## src/rtl/wb_initiator.sv

```systemverilog
// Wishbone classic-cycle initiator: one write beat or an incrementing read burst
// of up to 256 beats per command, each beat answered on a valid/ready response port.
module wb_initiator #(
    parameter int unsigned TIMEOUT = 255
) (
    input  logic        clk,
    input  logic        reset,
    input  logic        cmd_valid,
    output logic        cmd_ready,
    input  logic        cmd_we,
    input  logic [31:0] cmd_adr,
    input  logic [31:0] cmd_dat,
    input  logic [3:0]  cmd_sel,
    input  logic [7:0]  cmd_len,
    output logic        rsp_valid,
    input  logic        rsp_ready,
    output logic [31:0] rsp_dat,
    output logic        rsp_err,
    output logic        rsp_last,
    output logic [31:0] wb_adr_o,
    output logic [31:0] wb_dat_o,
    output logic [3:0]  wb_sel_o,
    output logic        wb_we_o,
    output logic        wb_cyc_o,
    output logic        wb_stb_o,
    input  logic [31:0] wb_dat_i,
    input  logic        wb_ack_i
);

    typedef enum logic [1:0] {
        IDLE = 2'd0,
        BUS  = 2'd1,
        RSP  = 2'd2
    } state_e;

    localparam logic [15:0] WDOG_LIMIT = 16'(TIMEOUT - 1);

    state_e      state_q, state_d;
    logic [1:0]  sync_q;
    logic [31:0] adr_q, adr_d;
    logic [31:0] dat_q, dat_d;
    logic [31:0] rdat_q, rdat_d;
    logic [3:0]  sel_q, sel_d;
    logic        we_q, we_d;
    logic        err_q, err_d;
    logic [7:0]  cnt_q, cnt_d;
    logic [15:0] wdog_q, wdog_d;
    logic        accept;
    logic        last;
    logic        timeout;

    // Reset asserts asynchronously everywhere; release is only trusted once it
    // has passed through two flops, so the first accept waits for sync_q[1].
    always_ff @(posedge clk or negedge reset) begin
        if (!reset) begin
            sync_q <= 2'b00;
        end else begin
            sync_q <= {sync_q[0], 1'b1};
        end
    end

    assign accept  = (state_q == IDLE) && cmd_valid && sync_q[1];
    assign last    = (cnt_q == 8'd0) || err_q;
    assign timeout = (wdog_q == WDOG_LIMIT);

    always_ff @(posedge clk or negedge reset) begin
        if (!reset) begin
            state_q <= IDLE;
        end else begin
            state_q <= state_d;
        end
    end

    // ACK is checked before the watchdog so a last-moment acknowledge still wins.
    always_comb begin
        state_d = state_q;
        case (state_q)
            IDLE:    if (accept) state_d = BUS;
            BUS:     if (wb_ack_i || timeout) state_d = RSP;
            RSP:     if (rsp_ready) state_d = last ? IDLE : BUS;
            default: state_d = IDLE;
        endcase
    end

    always_comb begin
        cmd_ready = (state_q == IDLE);
        wb_cyc_o  = (state_q == BUS);
        wb_stb_o  = (state_q == BUS);
        rsp_valid = (state_q == RSP);
        rsp_last  = (state_q == RSP) && last;
    end

    always_comb begin
        adr_d  = adr_q;
        dat_d  = dat_q;
        sel_d  = sel_q;
        we_d   = we_q;
        cnt_d  = cnt_q;
        rdat_d = rdat_q;
        err_d  = err_q;
        wdog_d = 16'd0;
        case (state_q)
            IDLE: begin
                if (accept) begin
                    adr_d  = cmd_adr & 32'hFFFF_FFFC;
                    dat_d  = cmd_dat;
                    sel_d  = cmd_sel;
                    we_d   = cmd_we;
                    cnt_d  = cmd_we ? 8'd0 : cmd_len;
                    rdat_d = 32'd0;
                    err_d  = 1'b0;
                end
            end
            BUS: begin
                wdog_d = wdog_q + 16'd1;
                if (wb_ack_i) begin
                    rdat_d = we_q ? 32'd0 : wb_dat_i;
                    err_d  = 1'b0;
                end else if (timeout) begin
                    rdat_d = 32'd0;
                    err_d  = 1'b1;
                end
            end
            RSP: begin
                if (rsp_ready && !last) begin
                    cnt_d = cnt_q - 8'd1;
                    adr_d = adr_q + 32'd4;
                end
            end
            default: ;
        endcase
    end

    always_ff @(posedge clk or negedge reset) begin
        if (!reset) begin
            adr_q  <= 32'd0;
            dat_q  <= 32'd0;
            sel_q  <= 4'd0;
            we_q   <= 1'b0;
            cnt_q  <= 8'd0;
            rdat_q <= 32'd0;
            err_q  <= 1'b0;
            wdog_q <= 16'd0;
        end else begin
            adr_q  <= adr_d;
            dat_q  <= dat_d;
            sel_q  <= sel_d;
            we_q   <= we_d;
            cnt_q  <= cnt_d;
            rdat_q <= rdat_d;
            err_q  <= err_d;
            wdog_q <= wdog_d;
        end
    end

    assign wb_adr_o = adr_q;
    assign wb_dat_o = dat_q;
    assign wb_sel_o = sel_q;
    assign wb_we_o  = we_q;
    assign rsp_dat  = rdat_q;
    assign rsp_err  = err_q;

endmodule
```

## config.mk

```make
export PLATFORM = sky130hd
export DESIGN_NAME = wb_initiator
export DESIGN_NICKNAME = d
export VERILOG_FILES = /design/src/rtl/wb_initiator.sv
export SDC_FILE = /design/constraint.sdc
export NUM_CORES = 1
export LEC_CHECK = 0
export ABC_AREA = 1
export CORE_MARGIN = 3
export CORE_UTILIZATION = 40
export DETAILED_ROUTE_END_ITERATION = 8
export PLACE_DENSITY = 0.75
export SYNTH_ARGS = -nofsm -noshare
export SYNTH_HDL_FRONTEND = slang
export SYNTH_SLANG_ARGS = --single-unit
```

## constraint.sdc

```tcl
create_clock -name clk -period 1.6 [get_ports clk]
set_input_delay 0.32 -clock clk [delete_from_list [all_inputs] [get_ports clk]]
set_output_delay 0.32 -clock clk [all_outputs]
set_load 0.005 [all_outputs]
```

==> results.yml, run 1 <==
grt:
  overflow: 0
  grt_first_pass_wirelength_mm: 32.0
  grt_start_max_net_pins: 74
  grt_pass1_vias: 6548
  antenna_found_initial: 1
  grt_use_total: 0.225
die:
  core_area_mm2: 0.0159
  die_h_um: 134
  io_pins: 221
  start_util: 0.409
  die_area_mm2: 0.0179
  rows: 46
  die_w_um: 134
power:
  p_leak_uw: 0.00558
  irDropWorstVdd_mv: 1.11
  power_density_mw_per_mm2: 1870
  pwr-share-comb: 0.546
  power.share.sequential: 0.269
  p_sw_frac: 0.394
  power.internal_uw: 12700
  p_sw_uw: 8280
  p_clk_frac: 0.184
sta:
  fin_skew_ps: 10.2
  hold_violations: 0
  rsz0062_at_grt: "true"
  slew_viol_final: 0
  maxClockFrequency_mhz: 539
  finalCritPeriodShare: 1.16
  finalCriticalPeriod_ps: 1850
  setup_slack_ps: -254
  finalSetupViolCount: 43
synthesis:
  ys_types: 34
  ys.flop_type: "dfrtp_1"
  avgSynthCellArea_um2: 7.72
  seq_area_frac_synth: 0.491
  syn_area_mm2: 0.00652
  synth-async-reset-ratio: 1.00
  synthTopCellsByArea: "dfrtp_1 (49%), nand2_1 (19%), nor2_1 (6.7%), mux2_2 (6.4%), nand3_1 (4.0%)"
  yosys.area.top_type_share: 0.491
  ys_ff_latch: 128
  synth_top_area_cell: "dfrtp_1"
  netlist_instances: 844
  ys_warn_count: 0
  synth_edf_count: 0
routing:
  first_iter_violations: 559
  drc: 0
  routed_wl_mm: 23.3
  vias: 7107
  first_pass_iters: 5
  wire_per_inst_um: 16.6
  ant_nets: 0
  vias_per_cell: 5.08
final_layout:
  fin_nets: 1289
  syn2layout_area_growth_pct: 72.0
  fin_area_mm2: 0.0112
  layout-drive-gt1-share: 0.323
  final_common_cell: "nand2_1"
  fin_util: 0.703
  final_cell_mix: "nand2_1 (239), dfrtp_1 (112), clkdlybuf4s50_1 (110), dlygate4sd2_1 (94), buf_4 (85)"
  diodes: 0
worst_setup_path:
  arrival_ps: 1530
  crit_path_end_kind: "primary output"
  cp-start-kind: "flip-flop"
  required_ps: 1280
  critPathMaxStageDelay_ps: 400
  worstSetupPathType: "flip-flop to primary output"
  slowest_stage: "dfrtp_1"
  path_cells: "inv_2 -> ha_4 -> nand2_2 -> nor2_2 -> o21ai_1 -> nor2_1 -> buf_2"
  crit_fanout: 2
flow_run:
  maxCapViolCount: 0
clock_tree:
  clockBufferDepth: 2
  cts.sinks: 128
  clock_latency_ps: 420
  htree_levels: 4
  numCtsBuffers: 17
  cts_tree: "done"
  cts.clk_slew.worst_paths_ps: 60
  clock-root-buffer: "clkbuf_16"
placed_design:
  dp_hpwl_mm: 14.1
  gp_congestion: 0.868
  io_buffers: 216
  post_dp_cell_area_mm2: 0.00932
min_path:
  min_path_type: "flip-flop to flip-flop"
outcome:
  violations: "negative setup slack"
  status: "finished with violations"
[sequential cells by signal, summed over array words and instances (netlist names)]
register and count:
cnt_q 8, rsp_dat 32, rsp_err 1, state_q 2, sync_q 2, wb_adr_o 30, wb_dat_o 32, wb_sel_o 4
wb_we_o 1, wdog_q 16
[critical path: cells and delay by family (launching register included)]
family	cells	cell delay, ps
flops	1	400
simple gates	3	270
buf+inv	2	220
fa+ha+maj	1	130
compound gates	1	90
[per-stage QoR]
step / TNS [ps] / worst slack [ps] / hold WS [ps] / cells / total power [uW]
after floorplan: 0 / 28.2 / 24.4 / 845 / 9340
after global routing: -6760 / -334 / 381 / 1399 / 22200
final: -2390 / -254 / 349 / 1399 / 21000
after CTS: -248 / -226 / 351 / 1375 / 18200
after detailed placement: -11360 / -219 / 337 / 1305 / 14200
after global placement: -9020 / -165 / 332 / 1305 / 13900
[metal layers]
metal / up-vias / global-route usage / wire (um)
met3: 67 / 0.0831 / 2360
met2: 374 / 0.375 / 11700
met5: - / 0 / 13
met1: 3345 / 0.267 / 8530
met4: 2 / 0.0811 / 686
li1: 3319 / - / -
[worst paths after layout]
path                       slack [ps]  cells past startpoint  startpoint     endpoint
min                               350                      0   sync_q[0]    sync_q[1]
max reg2reg                      -120                     11    cnt_q[1]  wb_adr_o[2]
max                              -250                      7    cnt_q[1]     rsp_last
min reg2reg                       350                      0   sync_q[0]    sync_q[1]
max in group asynchronous         760                      3       reset      wb_we_o
min in group asynchronous         440                      3       reset  wb_adr_o[4]
[power groups by stage]
stage / Combinational [uW] / Sequential [uW] / Clock, uW
floorplan: 3570 / 5770 / 0
global placement: 8190 / 5740 / 0
detailed placement: 8360 / 5820 / 0
CTS: 8840 / 5490 / 3920
global route: 12300 / 5810 / 4070
finish: 11500 / 5650 / 3870
[cells by family (layout without fill, tap and decap cells)]
| kind of cell | after synthesis | after routing | synth area share |
|---|---|---|---|
| muxes | 38 | 38 | 0.0655 |
| AOI/OAI and AO/OA | 51 | 51 | 0.0417 |
| and+or+nand+nor | 528 | 528 | 0.325 |
| xor gates and xnor gates | 5 | 5 | 0.00672 |
| adders and majority gates | 5 | 5 | 0.00960 |
| DFF | 128 | 128 | 0.491 |
| buffers and inverters | 87 | 425 | 0.0587 |
| other | 2 | 3 | 0.00115 |
[synthesized netlist by cell type (2+ instances only)]
master / number
nand4_1: 4
inv_2: 2
mux2_2: 37
nand2_1: 338
a22oi_1: 2
o21bai_1: 2
ha_1: 5
buf_6: 3
buf_2: 9
nand2_2: 2
nor3_1: 9
conb_1: 2
o21ai_1: 7
dfrtp_1: 128
o21ai_0: 27
inv_1: 58
xor2_1: 4
buf_4: 6
nor2_1: 116
clkbuf_1: 9
nand3_1: 52
a21oi_1: 10
[area by class of cell]
cell class / instances / area [um2]
Timing Repair Buffer: 333 / 3290
Multi-Input combinational cell: 630 / 3590
Clock inverter: 14 / 145
Sequential cell: 128 / 3220
Tap cell: 216 / 270
Fill cell: 1175 / 4730
Inverter: 60 / 248
Clock buffer: 18 / 439
[timing repair]
item / 4_1_cts / 5_1_grt
cloned: 1 / 13
hold buffers: 1 / 0
resized for setup: 158 / 228
pin swaps: 9 / 72
setup endpoints to repair: 138 / 84
hold endpoints to repair: 128 / 0
buffers inserted: 37 / 12
Power figures use the tool's default switching activity.
==> run 2, diff against run 1 <==
Settings changed: ABC_AREA 1 to not set, PLACE_DENSITY 0.75 to 0.76.
==> run 2 against run 1 <==
  * First-iteration DRC count shrank 18%
  * Hold slack worse by 19 ps
  * Power fell by 5.9%
  * Worst setup slack worse by 240 ps
  * Sequential power decreased by 3%
  * Maximum frequency shrank 11%
  * The run still ends with negative setup slack left
  * Cell area decreased by 3.6%
  * Via count down 7.4%
  * Global-route usage grew 4.5 points
  * Synthesized cell count down 28%
  * Sequential cell count is the same
  * Critical endpoint is now cnt_q[0]
  * Largest power group unchanged
  * Sequential share of layout area increased by 0.96 points
==> results.yml, run 2 <==
synthesis:
  ys_types: 62
  ys.flop_type: "dfrtp_1"
  synth_top_area_cell: "dfrtp_1"
  synth_common_cells: "nand2_1 (140), dfrtp_1 (128), nor2_1 (46)"
  ys_ff_latch: 128
  synth-async-reset-ratio: 1.00
  synth_edf_count: 0
  synth.most_common_cell: "nand2_1"
  netlist_instances: 606
  ys_warn_count: 0
  syn_area_mm2: 0.00592
  synthTopCellsByArea: "dfrtp_1 (54%), nand2_1 (8.9%), a22o_1 (5.0%), nor2_1 (2.9%), o21ai_0 (2.2%)"
  seq_area_frac_synth: 0.541
  avgSynthCellArea_um2: 9.76
  yosys.area.top_type_share: 0.541
routing:
  vias: 6581
  routed_wl_mm: 23.9
  first_pass_iters: 7
  wire_per_inst_um: 20.5
  first_iter_violations: 458
  vias_per_cell: 5.65
  ant_nets: 0
  drc: 0
grt:
  antenna_found_initial: 0
  grt_start_max_net_pins: 59
  grt_first_pass_wirelength_mm: 34.6
  grt_use_total: 0.270
  overflow: 0
  grt_pass1_vias: 6733
worst_setup_path:
  cp-start-kind: "flip-flop"
  crit_path_end_kind: "flip-flop"
  worstSetupPathType: "flip-flop to flip-flop"
  arrival_ps: 2400
  required_ps: 1900
  crit_fanout: 6
sta:
  rsz0062_at_grt: "true"
  finalSetupViolCount: 77
  slew_viol_final: 0
  finalCriticalPeriod_ps: 2090
  fin_skew_ps: 6.88
  setup_slack_ps: -495
  maxClockFrequency_mhz: 477
  finalSetupTns_ps: -19770
  finalCritPeriodShare: 1.31
  hold_violations: 0
  worst_hold_slack_ps: 331
clock_tree:
  htree_levels: 4
  cts.clk_slew.worst_paths_ps: 60
  clockBufferDepth: 2
  cts.sinks: 128
  numCtsBuffers: 17
  clock-root-buffer: "clkbuf_16"
  cts_tree: "done"
  clock_latency_ps: 420
final_layout:
  syn2layout_area_growth_pct: 82.7
  diodes: 0
  layout-drive-gt1-share: 0.314
  fin_nets: 1091
  final_cell_mix: "nand2_1 (137), dfrtp_1 (122), buf_4 (118), clkdlybuf4s50_1 (112), dlygate4sd2_1 (77)"
  n_fill_cell: 879
  final_common_cell: "nand2_1"
die:
  io_pins: 221
  start_util: 0.418
  core_area_mm2: 0.0141
  die_area_mm2: 0.0163
  rows: 43
  die_h_um: 128
  die_w_um: 128
placed_design:
  gp_congestion: 0.883
  dp_hpwl_mm: 14.7
  io_buffers: 216
power:
  irDropWorstVdd_mv: 1.12
  p_leak_uw: 0.00522
  power_density_mw_per_mm2: 1830
min_path:
  min_path_type: "input port to asynchronous set/reset pin"
outcome:
  violations: "negative setup slack"
  status: "finished with violations"
flow_run:
  maxCapViolCount: 0
## run 2: timing repair
item | CTS | global route
setup endpoints to repair | 163 | 115
gates cloned | 2 | 2
hold buffers | 1 | 0
hold endpoints to repair | 19 | 0
resized for setup | 191 | 101
pin swaps | 19 | 47
buffers inserted | 41 | 23
## run 2: power breakdown
group	internal, uW	switching [uW]	total (uW)
registers	4570	922	5490
logic	5320	4790	10100
clock network	2690	1480	4170
## run 2: logic make-up after synthesis
group,share of synthesized area
and+or+nand+nor,0.217
AOI/OAI and AO/OA,0.172
DFF,0.541
buffers and inverters,0.0383
xor gates and xnor gates,0.0178
adders and majority gates,0.0106
other,0.00127
muxes,0.00169
## run 2: per-stage QoR
step	setup slack [ps]	area [um2]	total power, uW	utilization	instances
after global placement	-462	9150	13400	0.646	1073
final	-495	10800	19800	0.764	1165
after global routing	-519	10800	20700	0.764	1165
after detailed placement	-544	9150	13700	0.646	1073
after CTS	-391	10300	18600	0.727	1148
after floorplan	-157	6120	8770	-	607
## run 2: critical path: stages, from the launching register on
cell and delay (ps):
dfrtp_1 410, inv_2 100, ha_4 140, nor3b_4 230, buf_6 150, buf_6 100
a32oi_4 120, buf_12 170, buf_8 120, and4_1 180, a211o_1 240
## run 2: final cells by class
type	instances	area, um2	area share
sequential	128	3210	0.297
timing repair buffer	380	3600	0.333
tap	180	225	0.0208
clock buffer	19	453	0.0419
clock inverter	13	184	0.0170
multi-input combinational	435	3100	0.286
inverter	10	42.5	0.00394
## run 2: path summary, 6_finish.rpt
path	slack, ps	endpoint	start	cells after the start
setup / recovery	-490	cnt_q[0]	cnt_q[0]	10
hold / removal	330	wb_adr_o[4]	reset	2
setup reg to reg	-490	cnt_q[0]	cnt_q[0]	10
hold reg to reg	350	sync_q[1]	sync_q[0]	0
max in group asynchronous	640	rsp_dat[14]	reset	3
min in group clk	350	sync_q[1]	sync_q[0]	0
## run 2: routing by layer
| layer | vias to the layer above | part of all wire | track usage |
|---|---|---|---|
| met1 | 3275 | 0.36 | 0.296 |
| met4 | 0 | 0.035 | 0.117 |
| li1 | 2902 | - | - |
| met3 | 75 | 0.076 | 0.0652 |
| met2 | 329 | 0.53 | 0.494 |
| met5 | - | 0 | 0 |
